### config.mk
export PLATFORM = sky130hd
export DESIGN_NAME = esp32_uart_tx_flat
export DESIGN_NICKNAME = d
export VERILOG_FILES = /design/src/rtl/esp32_uart_pkg.sv /design/src/rtl/esp32_uart_tx_if.sv /design/src/rtl/esp32_uart_fifo.sv /design/src/rtl/esp32_uart_tx.sv /design/src/flat_wrapper.sv
export SDC_FILE = /design/constraint.sdc
export NUM_CORES = 1
export LEC_CHECK = 0
export ABC_AREA = 1
export CORE_MARGIN = 2
export CORE_UTILIZATION = 50
export CTS_CLUSTER_DIAMETER = 200
export CTS_CLUSTER_SIZE = 25
export DETAILED_ROUTE_END_ITERATION = 16
export PLACE_DENSITY = 0.65
export RECOVER_POWER = 50
export SLEW_MARGIN = 20
export SYNTH_ARGS = -nofsm -noshare
export SYNTH_HDL_FRONTEND = slang
export SYNTH_SLANG_ARGS = --single-unit
### constraint.sdc
create_clock -name clk_peripheral -period 6.9 [get_ports clk_peripheral]
set_clock_uncertainty 0.15 [all_clocks]
set_input_delay 2.07 -clock clk_peripheral [delete_from_list [all_inputs] [get_ports clk_peripheral]]
set_output_delay 2.07 -clock clk_peripheral [all_outputs]
set_load 0.03 [all_outputs]
### src/rtl/esp32_uart_pkg.sv
// Shared UART definitions: FSM encodings and frame constants, reused by the receive side.
package esp32_uart_pkg;

  typedef enum logic [1:0] {
    StIdle  = 2'd0,
    StStart = 2'd1,
    StData  = 2'd2,
    StStop  = 2'd3
  } uart_state_e;

  localparam int unsigned UART_FRAME_BITS = 10;
  localparam int unsigned UART_MIN_DIV    = 2;

endpackage

### src/rtl/esp32_uart_tx_if.sv
// Byte handshake from the peripheral register block into the UART transmitter.
interface esp32_uart_tx_if;

  logic [7:0] tx_data;
  logic       tx_valid;
  logic       tx_ready;

  modport master (output tx_data, output tx_valid, input tx_ready);
  modport slave  (input tx_data, input tx_valid, output tx_ready);

endinterface

### src/rtl/esp32_uart_fifo.sv
// Synchronous FIFO with registered read data, full/empty flags and occupancy level.
module esp32_uart_fifo #(
  parameter int unsigned Depth = 16,
  parameter int unsigned Width = 8
) (
  input  logic                     clk_i,
  input  logic                     reset_i,
  input  logic                     push_i,
  input  logic [Width-1:0]         wr_data_i,
  input  logic                     pop_i,
  output logic [Width-1:0]         rd_data_o,
  output logic                     full_o,
  output logic                     empty_o,
  output logic [$clog2(Depth):0]   level_o
);

  localparam int unsigned AddrW  = $clog2(Depth);
  localparam int unsigned LevelW = AddrW + 1;
  localparam logic [LevelW-1:0] FullLevel = LevelW'(Depth);

  logic [Width-1:0]  mem_q [Depth];
  logic [AddrW-1:0]  wr_ptr_q, rd_ptr_q;
  logic [LevelW-1:0] level_q;
  logic [Width-1:0]  rd_data_q;
  logic              do_push, do_pop;

  assign full_o    = (level_q == FullLevel);
  assign empty_o   = (level_q == '0);
  assign level_o   = level_q;
  assign rd_data_o = rd_data_q;

  // Flags come from the registered level, so an empty FIFO never pops the byte being written.
  assign do_push = push_i & ~full_o;
  assign do_pop  = pop_i & ~empty_o;

  always_ff @(posedge clk_i) begin
    if (do_push) begin
      mem_q[wr_ptr_q] <= wr_data_i;
    end
  end

  always_ff @(posedge clk_i) begin
    if (reset_i) begin
      wr_ptr_q  <= '0;
      rd_ptr_q  <= '0;
      level_q   <= '0;
      rd_data_q <= '0;
    end else begin
      if (do_push) begin
        wr_ptr_q <= wr_ptr_q + AddrW'(1);
      end
      if (do_pop) begin
        rd_ptr_q  <= rd_ptr_q + AddrW'(1);
        rd_data_q <= mem_q[rd_ptr_q];
      end
      unique case ({do_push, do_pop})
        2'b10:   level_q <= level_q + LevelW'(1);
        2'b01:   level_q <= level_q - LevelW'(1);
        default: level_q <= level_q;
      endcase
    end
  end

endmodule

### src/rtl/esp32_uart_tx.sv
// 8N1 UART transmitter for the ESP32 PMOD: FIFO-buffered, programmable bit period, optional CTS.
module esp32_uart_tx
  import esp32_uart_pkg::*;
#(
  parameter int unsigned FIFO_DEPTH = 16,
  parameter int unsigned DIV_W      = 17
) (
  input  logic                          clk_peripheral,
  input  logic                          reset,
  input  logic [DIV_W-1:0]              baud_div,
  esp32_uart_tx_if.slave                tx,
  input  logic                          flow_en,
  input  logic                          cts_n,
  output logic                          uart_tx,
  output logic                          busy,
  output logic [$clog2(FIFO_DEPTH):0]   fifo_level
);

  localparam logic [DIV_W-1:0] MinDiv = DIV_W'(UART_MIN_DIV);
  localparam logic [DIV_W-1:0] DivOne = DIV_W'(1);

  uart_state_e      state_q, state_d;
  logic [DIV_W-1:0] div_q, div_d;
  logic [DIV_W-1:0] timer_q, timer_d;
  logic [DIV_W-1:0] div_start;
  logic [2:0]       bit_cnt_q, bit_cnt_d;
  logic [7:0]       shift_q, shift_d;
  logic             uart_tx_q, uart_tx_d;
  logic             busy_q;
  logic             cts_meta_q, cts_sync_q, cts_ok;
  logic             fifo_push, fifo_pop, fifo_full, fifo_empty;
  logic [7:0]       fifo_rd_data;
  logic             bit_done, start_ok;

  assign tx.tx_ready = ~fifo_full & ~reset;
  assign fifo_push   = tx.tx_valid & tx.tx_ready;

  esp32_uart_fifo #(
    .Depth (FIFO_DEPTH),
    .Width (8)
  ) u_fifo (
    .clk_i     (clk_peripheral),
    .reset_i   (reset),
    .push_i    (fifo_push),
    .wr_data_i (tx.tx_data),
    .pop_i     (fifo_pop),
    .rd_data_o (fifo_rd_data),
    .full_o    (fifo_full),
    .empty_o   (fifo_empty),
    .level_o   (fifo_level)
  );

  assign cts_ok    = ~flow_en | ~cts_sync_q;
  assign start_ok  = ~fifo_empty & cts_ok;
  assign div_start = (baud_div < MinDiv) ? MinDiv : baud_div;
  assign bit_done  = (timer_q == '0);

  // The popped byte lands in the FIFO read register one cycle after the pop, so the shift
  // register is loaded at the end of the start bit rather than at the pop itself.
  always_comb begin
    state_d   = state_q;
    div_d     = div_q;
    timer_d   = timer_q;
    bit_cnt_d = bit_cnt_q;
    shift_d   = shift_q;
    fifo_pop  = 1'b0;
    if (state_q != StIdle) begin
      timer_d = timer_q - DivOne;
    end
    unique case (state_q)
      StIdle: begin
        if (start_ok) begin
          fifo_pop  = 1'b1;
          div_d     = div_start;
          timer_d   = div_start - DivOne;
          bit_cnt_d = '0;
          state_d   = StStart;
        end
      end
      StStart: begin
        if (bit_done) begin
          timer_d = div_q - DivOne;
          shift_d = fifo_rd_data;
          state_d = StData;
        end
      end
      StData: begin
        if (bit_done) begin
          timer_d = div_q - DivOne;
          shift_d = {1'b0, shift_q[7:1]};
          if (bit_cnt_q == 3'd7) begin
            state_d = StStop;
          end else begin
            bit_cnt_d = bit_cnt_q + 3'd1;
          end
        end
      end
      StStop: begin
        if (bit_done) begin
          if (start_ok) begin
            fifo_pop  = 1'b1;
            div_d     = div_start;
            timer_d   = div_start - DivOne;
            bit_cnt_d = '0;
            state_d   = StStart;
          end else begin
            state_d = StIdle;
          end
        end
      end
      default: state_d = StIdle;
    endcase
  end

  always_comb begin
    uart_tx_d = 1'b1;
    case (state_q)
      StStart: uart_tx_d = 1'b0;
      StData:  uart_tx_d = shift_q[0];
      default: uart_tx_d = 1'b1;
    endcase
  end

  always_ff @(posedge clk_peripheral) begin
    if (reset) begin
      state_q    <= StIdle;
      div_q      <= MinDiv;
      timer_q    <= '0;
      bit_cnt_q  <= '0;
      shift_q    <= '0;
      uart_tx_q  <= 1'b1;
      busy_q     <= 1'b0;
      cts_meta_q <= 1'b1;
      cts_sync_q <= 1'b1;
    end else begin
      state_q    <= state_d;
      div_q      <= div_d;
      timer_q    <= timer_d;
      bit_cnt_q  <= bit_cnt_d;
      shift_q    <= shift_d;
      uart_tx_q  <= uart_tx_d;
      // Registered so busy stays high until the stop bit has left the output flop.
      busy_q     <= ~fifo_empty | (state_q != StIdle);
      cts_meta_q <= cts_n;
      cts_sync_q <= cts_meta_q;
    end
  end

  assign uart_tx = uart_tx_q;
  assign busy    = busy_q;

endmodule

### src/flat_wrapper.sv
// flat-port wrapper written by rule: the top's interface ports become plain ports
module esp32_uart_tx_flat import esp32_uart_pkg::*;
#(
  parameter int unsigned FIFO_DEPTH = 16,
  parameter int unsigned DIV_W      = 17
)
  (clk_peripheral, reset, baud_div, flow_en, cts_n, uart_tx, busy, fifo_level, tx_tx_data, tx_tx_valid, tx_tx_ready);
  esp32_uart_tx_if tx_i ();
  input  logic clk_peripheral;
  input  logic reset;
  input  logic [DIV_W-1:0] baud_div;
  input  logic flow_en;
  input  logic cts_n;
  output logic uart_tx;
  output logic busy;
  output logic [$clog2(FIFO_DEPTH):0] fifo_level;
  input wire logic [$bits(tx_i.tx_data)-1:0] tx_tx_data;
  input wire logic [$bits(tx_i.tx_valid)-1:0] tx_tx_valid;
  output wire logic [$bits(tx_i.tx_ready)-1:0] tx_tx_ready;
  assign tx_i.tx_data = tx_tx_data;
  assign tx_i.tx_valid = tx_tx_valid;
  assign tx_tx_ready = tx_i.tx_ready;
  esp32_uart_tx #(.FIFO_DEPTH(FIFO_DEPTH), .DIV_W(DIV_W)) u_core (.clk_peripheral(clk_peripheral), .reset(reset), .baud_div(baud_div), .tx(tx_i), .flow_en(flow_en), .cts_n(cts_n), .uart_tx(uart_tx), .busy(busy), .fifo_level(fifo_level));
endmodule
# Word-level counts from Yosys, hierarchy flattened
# Memories as Yosys holds them, arrays and structs flattened. A register that Yosys moved wholly into a read port is not among the register bits.
# Cells that the tools add are included.
# Widths: inputs -> output; s select.
# op_classes
addsub,8
order_cmp,1
bitwise_logic,12
n_eq_ne,13
reduce_logical,13
muxes,31
n_mul,0
shift,0
div_mod_pow,0
# op_table
op,count
$mux 17,7
$pmux 17 s3,1
$sub 17x1->17 const B,3
$pmux 17 s2,1
$logic_not 17->1,1
$lt 17x2->1 const B,1
$mux 8,2
$pmux 8 s2,1
$mux 3,4
$mux 2,5
$ne 2x1->1 const B,5
$pmux 5 s2,1
$pmux 3 s3,1
$add 4x1->4 const B,2
$pmux 2 s4,1
$reduce_bool 2->1,4
$eq 2x2->1 const B,3
$add 5x1->5 const B,1
$and 1x1->1,5
$eq 5x5->1 const B,1
$logic_not 5->1,1
$mux 1,5
$not 1->1,5
$reduce_and 5->1,1
13 further kinds,16
# word_totals
n_memories,1
input_bits,30
latchBits,0
ram_bits,128
rom_bits,0
out_inout_bits,8
reg_bits,64
# mem_list
name,words,word_bits,read_ports,rd_ports_with_merged_regs,write_ports,line_no,text
u_core.u_fifo.mem_q,16,8,1,1,1,esp32_uart_fifo.sv:21,logic [Width-1:0] mem_q [Depth];

# Logic depth before layout (Yosys ltp)
# depth
word_depth,9
ltp_mapped,21
depth_no_buf,20

# Modules after synthesis
# From an unflattened synthesis, not the netlist that was laid out.
# unflattened
cells_unflattened,1256
area_unflattened_um2,10247.3
# by_module_without_submodules
mod,seq_area_each_um2,area_per_inst_um2,cells_each,n_inst
esp32_uart_fifo,4264.1,6547.5,667,1
esp32_uart_tx,1021.0,3699.8,589,1

# Worst setup path after synthesis
# OpenSTA, ideal clock, no wires.
# synth_path
path_kind,input port to output port
start,input port reset
end,output port tx_tx_ready
n_path_buf,0
t_required_ns,4.680
path_slack_ns,2.232
cell_stages,3
arrival_ns,2.448
path_cell_list,inv_1 > nand2_1 > inv_1
# synth_via
elab_chain_cells,2
# synth_rtl
item,line_no,text
from (decl),flat_wrapper.sv:10,input logic reset;
$not 1->1,esp32_uart_tx.sv:35,assign tx.tx_ready = ~fifo_full & ~reset;
$and 1x1->1,esp32_uart_tx.sv:35,
to (decl),flat_wrapper.sv:19,output wire logic [$bits(tx_i.tx_ready)-1:0] tx_tx_ready;
# Every way passes these cells.

# Worst setup path after layout
# Ends and elaborated chain as after synthesis.

==> flow_results.xml <==
<?xml version="1.0" encoding="UTF-8"?>
<metrics>
  <group name="status">
    <metric name="status" unit="">finished with violations</metric>
    <metric name="violations_in_the_final_reports" unit="">max-capacitance violations, max-slew violations</metric>
  </group>
  <group name="cts">
    <metric name="cts_made_buffers" unit="">17</metric>
    <metric name="clockBufferDepth" unit="">2</metric>
    <metric name="cts_tree" unit="">done</metric>
    <metric name="ctsHoldBuffers" unit="">0</metric>
    <metric name="cts_root_buf" unit="">clkbuf_16</metric>
    <metric name="htreeDepth" unit="">4</metric>
    <metric name="cts_resized" unit="">0</metric>
    <metric name="worstSkewPairLatency" unit="ns">0.45</metric>
    <metric name="clk_pin_slew" unit="ns">0.07</metric>
    <metric name="clock_sink_count" unit="">200</metric>
    <metric name="setup_buffers_after_cts" unit="">0</metric>
  </group>
  <group name="flow_run">
    <metric name="max-cap-violations" unit="">1</metric>
  </group>
  <group name="synth">
    <metric name="synth-edff-count" unit="">128</metric>
    <metric name="post-synth-top-area-fraction" unit="%">38.7</metric>
    <metric name="synth.yosys.seq_area_share" unit="%">53.2</metric>
    <metric name="postSynthNetCount" unit="">1189</metric>
    <metric name="synth_area_leaders" unit="">edfxtp_1 39%, dfxtp_1 15%, nand2_1 7.6%, o21ai_0 7.3%, nor2_1 6.3%</metric>
    <metric name="synth_largest_area_cell" unit="">edfxtp_1</metric>
    <metric name="commonest_cells_in_the_synthesized_netlist" unit="">200 x nand2_1, 168 x nor2_1, 144 x o21ai_0</metric>
    <metric name="count_of_mapped_cells_out_of_synthesis" unit="">1138</metric>
    <metric name="post_synth_instance_area" unit="sq um">9930</metric>
    <metric name="synth.most_common_cell" unit="">nand2_1</metric>
    <metric name="yosys_warnings" unit="">0</metric>
    <metric name="netlist-cell-type-count" unit="">48</metric>
    <metric name="ys.flop_type" unit="">edfxtp_1</metric>
    <metric name="synthArstFlopShare" unit="%">0</metric>
    <metric name="synthesis.area_per_instance" unit="sq um">8.73</metric>
    <metric name="flops_latches_synth" unit="">200</metric>
  </group>
  <group name="setup_path">
    <metric name="maximum_fanout_along_the_worst_path" unit="">22</metric>
    <metric name="regToRegStartpoint" unit="">u_core.state_q[0]</metric>
    <metric name="r2r_setup_slack" unit="ns">2.92</metric>
    <metric name="crit_required" unit="ns">4.68</metric>
    <metric name="crit_chain" unit="">dlygate4sd3_1 &gt; buf_4 &gt; inv_1 &gt; nand2_1 &gt; inv_1 &gt; buf_4</metric>
    <metric name="cp.arrival" unit="ns">3.25</metric>
    <metric name="critical_path.slowest_cell" unit="">dlygate4sd3_1</metric>
    <metric name="critical_path_buf_inv_count" unit="">5</metric>
    <metric name="r2r_end" unit="">u_core.u_fifo.level_o[4]</metric>
    <metric name="cp-start-kind" unit="">primary input</metric>
    <metric name="critPathKind" unit="">in2out</metric>
    <metric name="r2r_cells" unit="">16</metric>
    <metric name="crit_family" unit="">buffers and inverters</metric>
    <metric name="critPathCaptureType" unit="">output port</metric>
    <metric name="cpPeakStageDelay" unit="ns">0.52</metric>
  </group>
  <group name="drt">
    <metric name="drtAntennaViolNets" unit="">0</metric>
    <metric name="routed_wire_length_per_instance" unit="microns">17.0</metric>
    <metric name="route.detailed.drc" unit="">0</metric>
    <metric name="viasPerCell" unit="">5.54</metric>
    <metric name="drt-initial-drc-count" unit="">714</metric>
    <metric name="via_count" unit="">7924</metric>
    <metric name="totalWireLength" unit="mm">24.4</metric>
    <metric name="dr.pass1.iters" unit="">5</metric>
  </group>
  <group name="sta">
    <metric name="postLayoutSetupSlackWorst" unit="ns">1.43</metric>
    <metric name="finalWorstPathRequiredPeriod" unit="ns">5.47</metric>
    <metric name="unrepaired_setup_endpoints_after_global_routing" unit="">no</metric>
    <metric name="final_hold_viol_count" unit="">0</metric>
    <metric name="final_max_slew_viol_count" unit="">52</metric>
    <metric name="setup_viol" unit="">0</metric>
    <metric name="period_share" unit="%">79.3</metric>
    <metric name="fin_tns_setup" unit="ns">0</metric>
    <metric name="slew_headroom" unit="%">-41.5</metric>
    <metric name="tightest_slew" unit="ns">2.12</metric>
    <metric name="hold_slack" unit="ns">0.261</metric>
    <metric name="maxClockFrequency" unit="GHz">0.183</metric>
  </group>
  <group name="die">
    <metric name="dieHeight" unit="microns">145</metric>
    <metric name="core.rowCount" unit="">51</metric>
    <metric name="io_pins" unit="">38</metric>
    <metric name="floorplan.die_area" unit="sq um">21000</metric>
    <metric name="floorplan.core_area" unit="sq um">19500</metric>
    <metric name="floorplan.initialDensity" unit="%">51.0</metric>
    <metric name="die-width" unit="microns">145</metric>
  </group>
  <group name="cells_and_area">
    <metric name="layout.cells.non_filler" unit="">1431</metric>
    <metric name="antenna_cells" unit="">0</metric>
    <metric name="design.final.nets" unit="">1204</metric>
    <metric name="layout-drive-gt1-share" unit="%">5.83</metric>
    <metric name="n_fill_cell" unit="">1759</metric>
    <metric name="area_growth_syn_to_layout" unit="%">11.2</metric>
  </group>
  <group name="grt">
    <metric name="grt_start_max_net_pins" unit="">68</metric>
    <metric name="antenna_found_initial" unit="">0</metric>
    <metric name="grt_pass1_vias" unit="">7195</metric>
    <metric name="overflow" unit="">0</metric>
    <metric name="grt_util_all_layers" unit="%">23.3</metric>
    <metric name="grt_use_met2" unit="%">33.6</metric>
    <metric name="grtUsageMet1" unit="%">35.6</metric>
    <metric name="grt_most_used_layer" unit="">met1</metric>
    <metric name="global_route_wire_length_before_repair" unit="mm">38.7</metric>
    <metric name="gr-usage-met3" unit="%">4.25</metric>
  </group>
  <group name="pwr">
    <metric name="power.density" unit="nW/um^2">352</metric>
    <metric name="totalPowerFinal" unit="uW">3880</metric>
    <metric name="p_leak" unit="uW">0.00413</metric>
    <metric name="ir_worst_vdd" unit="mV">0.205</metric>
  </group>
  <group name="placement">
    <metric name="buffer_ports.inserted" unit="">37</metric>
    <metric name="dp_worst_setup_slack" unit="ns">1.49</metric>
    <metric name="numPlacedInstances" unit="">1399</metric>
    <metric name="post-dp-hpwl" unit="mm">15.9</metric>
    <metric name="gp_congestion" unit="">0.866</metric>
  </group>
  <group name="worst_hold_path">
    <metric name="min_path_cells" unit="">1</metric>
    <metric name="hold-path-endpoint" unit="">u_core.cts_sync_q</metric>
    <metric name="holdCritPathClass" unit="">reg2reg</metric>
    <metric name="worstHoldStart" unit="">u_core.cts_meta_q</metric>
  </group>
</metrics>
-- where the power goes --
group / switching [uW] / internal [uW] / leakage (uW)
clock: 522 / 497 / 0.000293
combinational: 914 / 452 / 0.00209
sequential: 108 / 1390 / 0.00174
total: 1540 / 2340 / 0.00413
-- how the worst max path moves through the flow --
stage / start / to / depth (start not counted)
4_1_cts: reset / tx_tx_ready / 6
3_3_place_gp: reset / tx_tx_ready / 6
3_5_place_dp: reset / tx_tx_ready / 6
6_report: reset / tx_tx_ready / 6
2_1_floorplan: reset / tx_tx_ready / 3
5_1_grt: flow_en / u_core.u_fifo.level_o[4] / 17
-- cell usage in the layout (no fill, tap or decap), types with 12 or more instances in the layout --
cell / count
nand2_1: 202
nor2_1: 168
o21ai_0: 150
edfxtp_1: 128
inv_1: 84
dfxtp_1: 71
a21oi_1: 65
nand3_1: 49
clkdlybuf4s50_1: 26
ha_1: 20
o22ai_1: 17
o221ai_1: 17
clkbuf_16: 17
xor2_1: 16
o21ai_1: 12
-- logic make-up (layout without fill, tap and decap cells) --
logic type	after synthesis	after routing	share of synthesized area, %
and+or+nand+nor	458	458	19.5
AOI/OAI and AO/OA	289	289	16.2
DFF	200	200	53.2
buffers and inverters	143	171	6.06
xor gates and xnor gates	27	27	2.38
adders and majority gates	21	21	2.72
-- layout make-up --
class	instances	area, sq um	area share (%)
Clock buffer	17	425	3.85
Timing Repair Buffer	45	424	3.84
Multi-Input combinational cell	795	4030	36.4
Clock inverter	15	190	1.72
Tap cell	265	332	3.00
Sequential cell	200	5290	47.9
Inverter	94	363	3.29
-- registers in the layout, summed over array words and instances, names as in the netlist --
signal and cells:
u_core.bit_cnt_q 3, u_core.busy 1, u_core.cts_meta_q 1, u_core.cts_sync_q 1, u_core.div_q 17, u_core.shift_q 8
u_core.state_q 2, u_core.timer_q 17, u_core.u_fifo.level_o 5, u_core.u_fifo.mem_q 128, u_core.u_fifo.rd_data_o 8, u_core.u_fifo.rd_ptr_q 4
u_core.u_fifo.wr_ptr_q 4, u_core.uart_tx 1
-- per-stage QoR --
step | area, sq um | util, %
2_1_floorplan | 9930 | -
3_3_place_gp | 10500 | 53.7
3_5_place_dp | 10500 | 53.7
4_1_cts | 11100 | 56.9
5_1_grt | 11000 | 56.8
6_report | 11000 | 56.8
-- metal layers --
metal	share of wire (%)	vias to the layer above
met5	0	-
met4	1.1	0
met3	6.1	20
met2	43	240
met1	50	3732
li1	-	3932
Power figures use the tool's default switching activity.
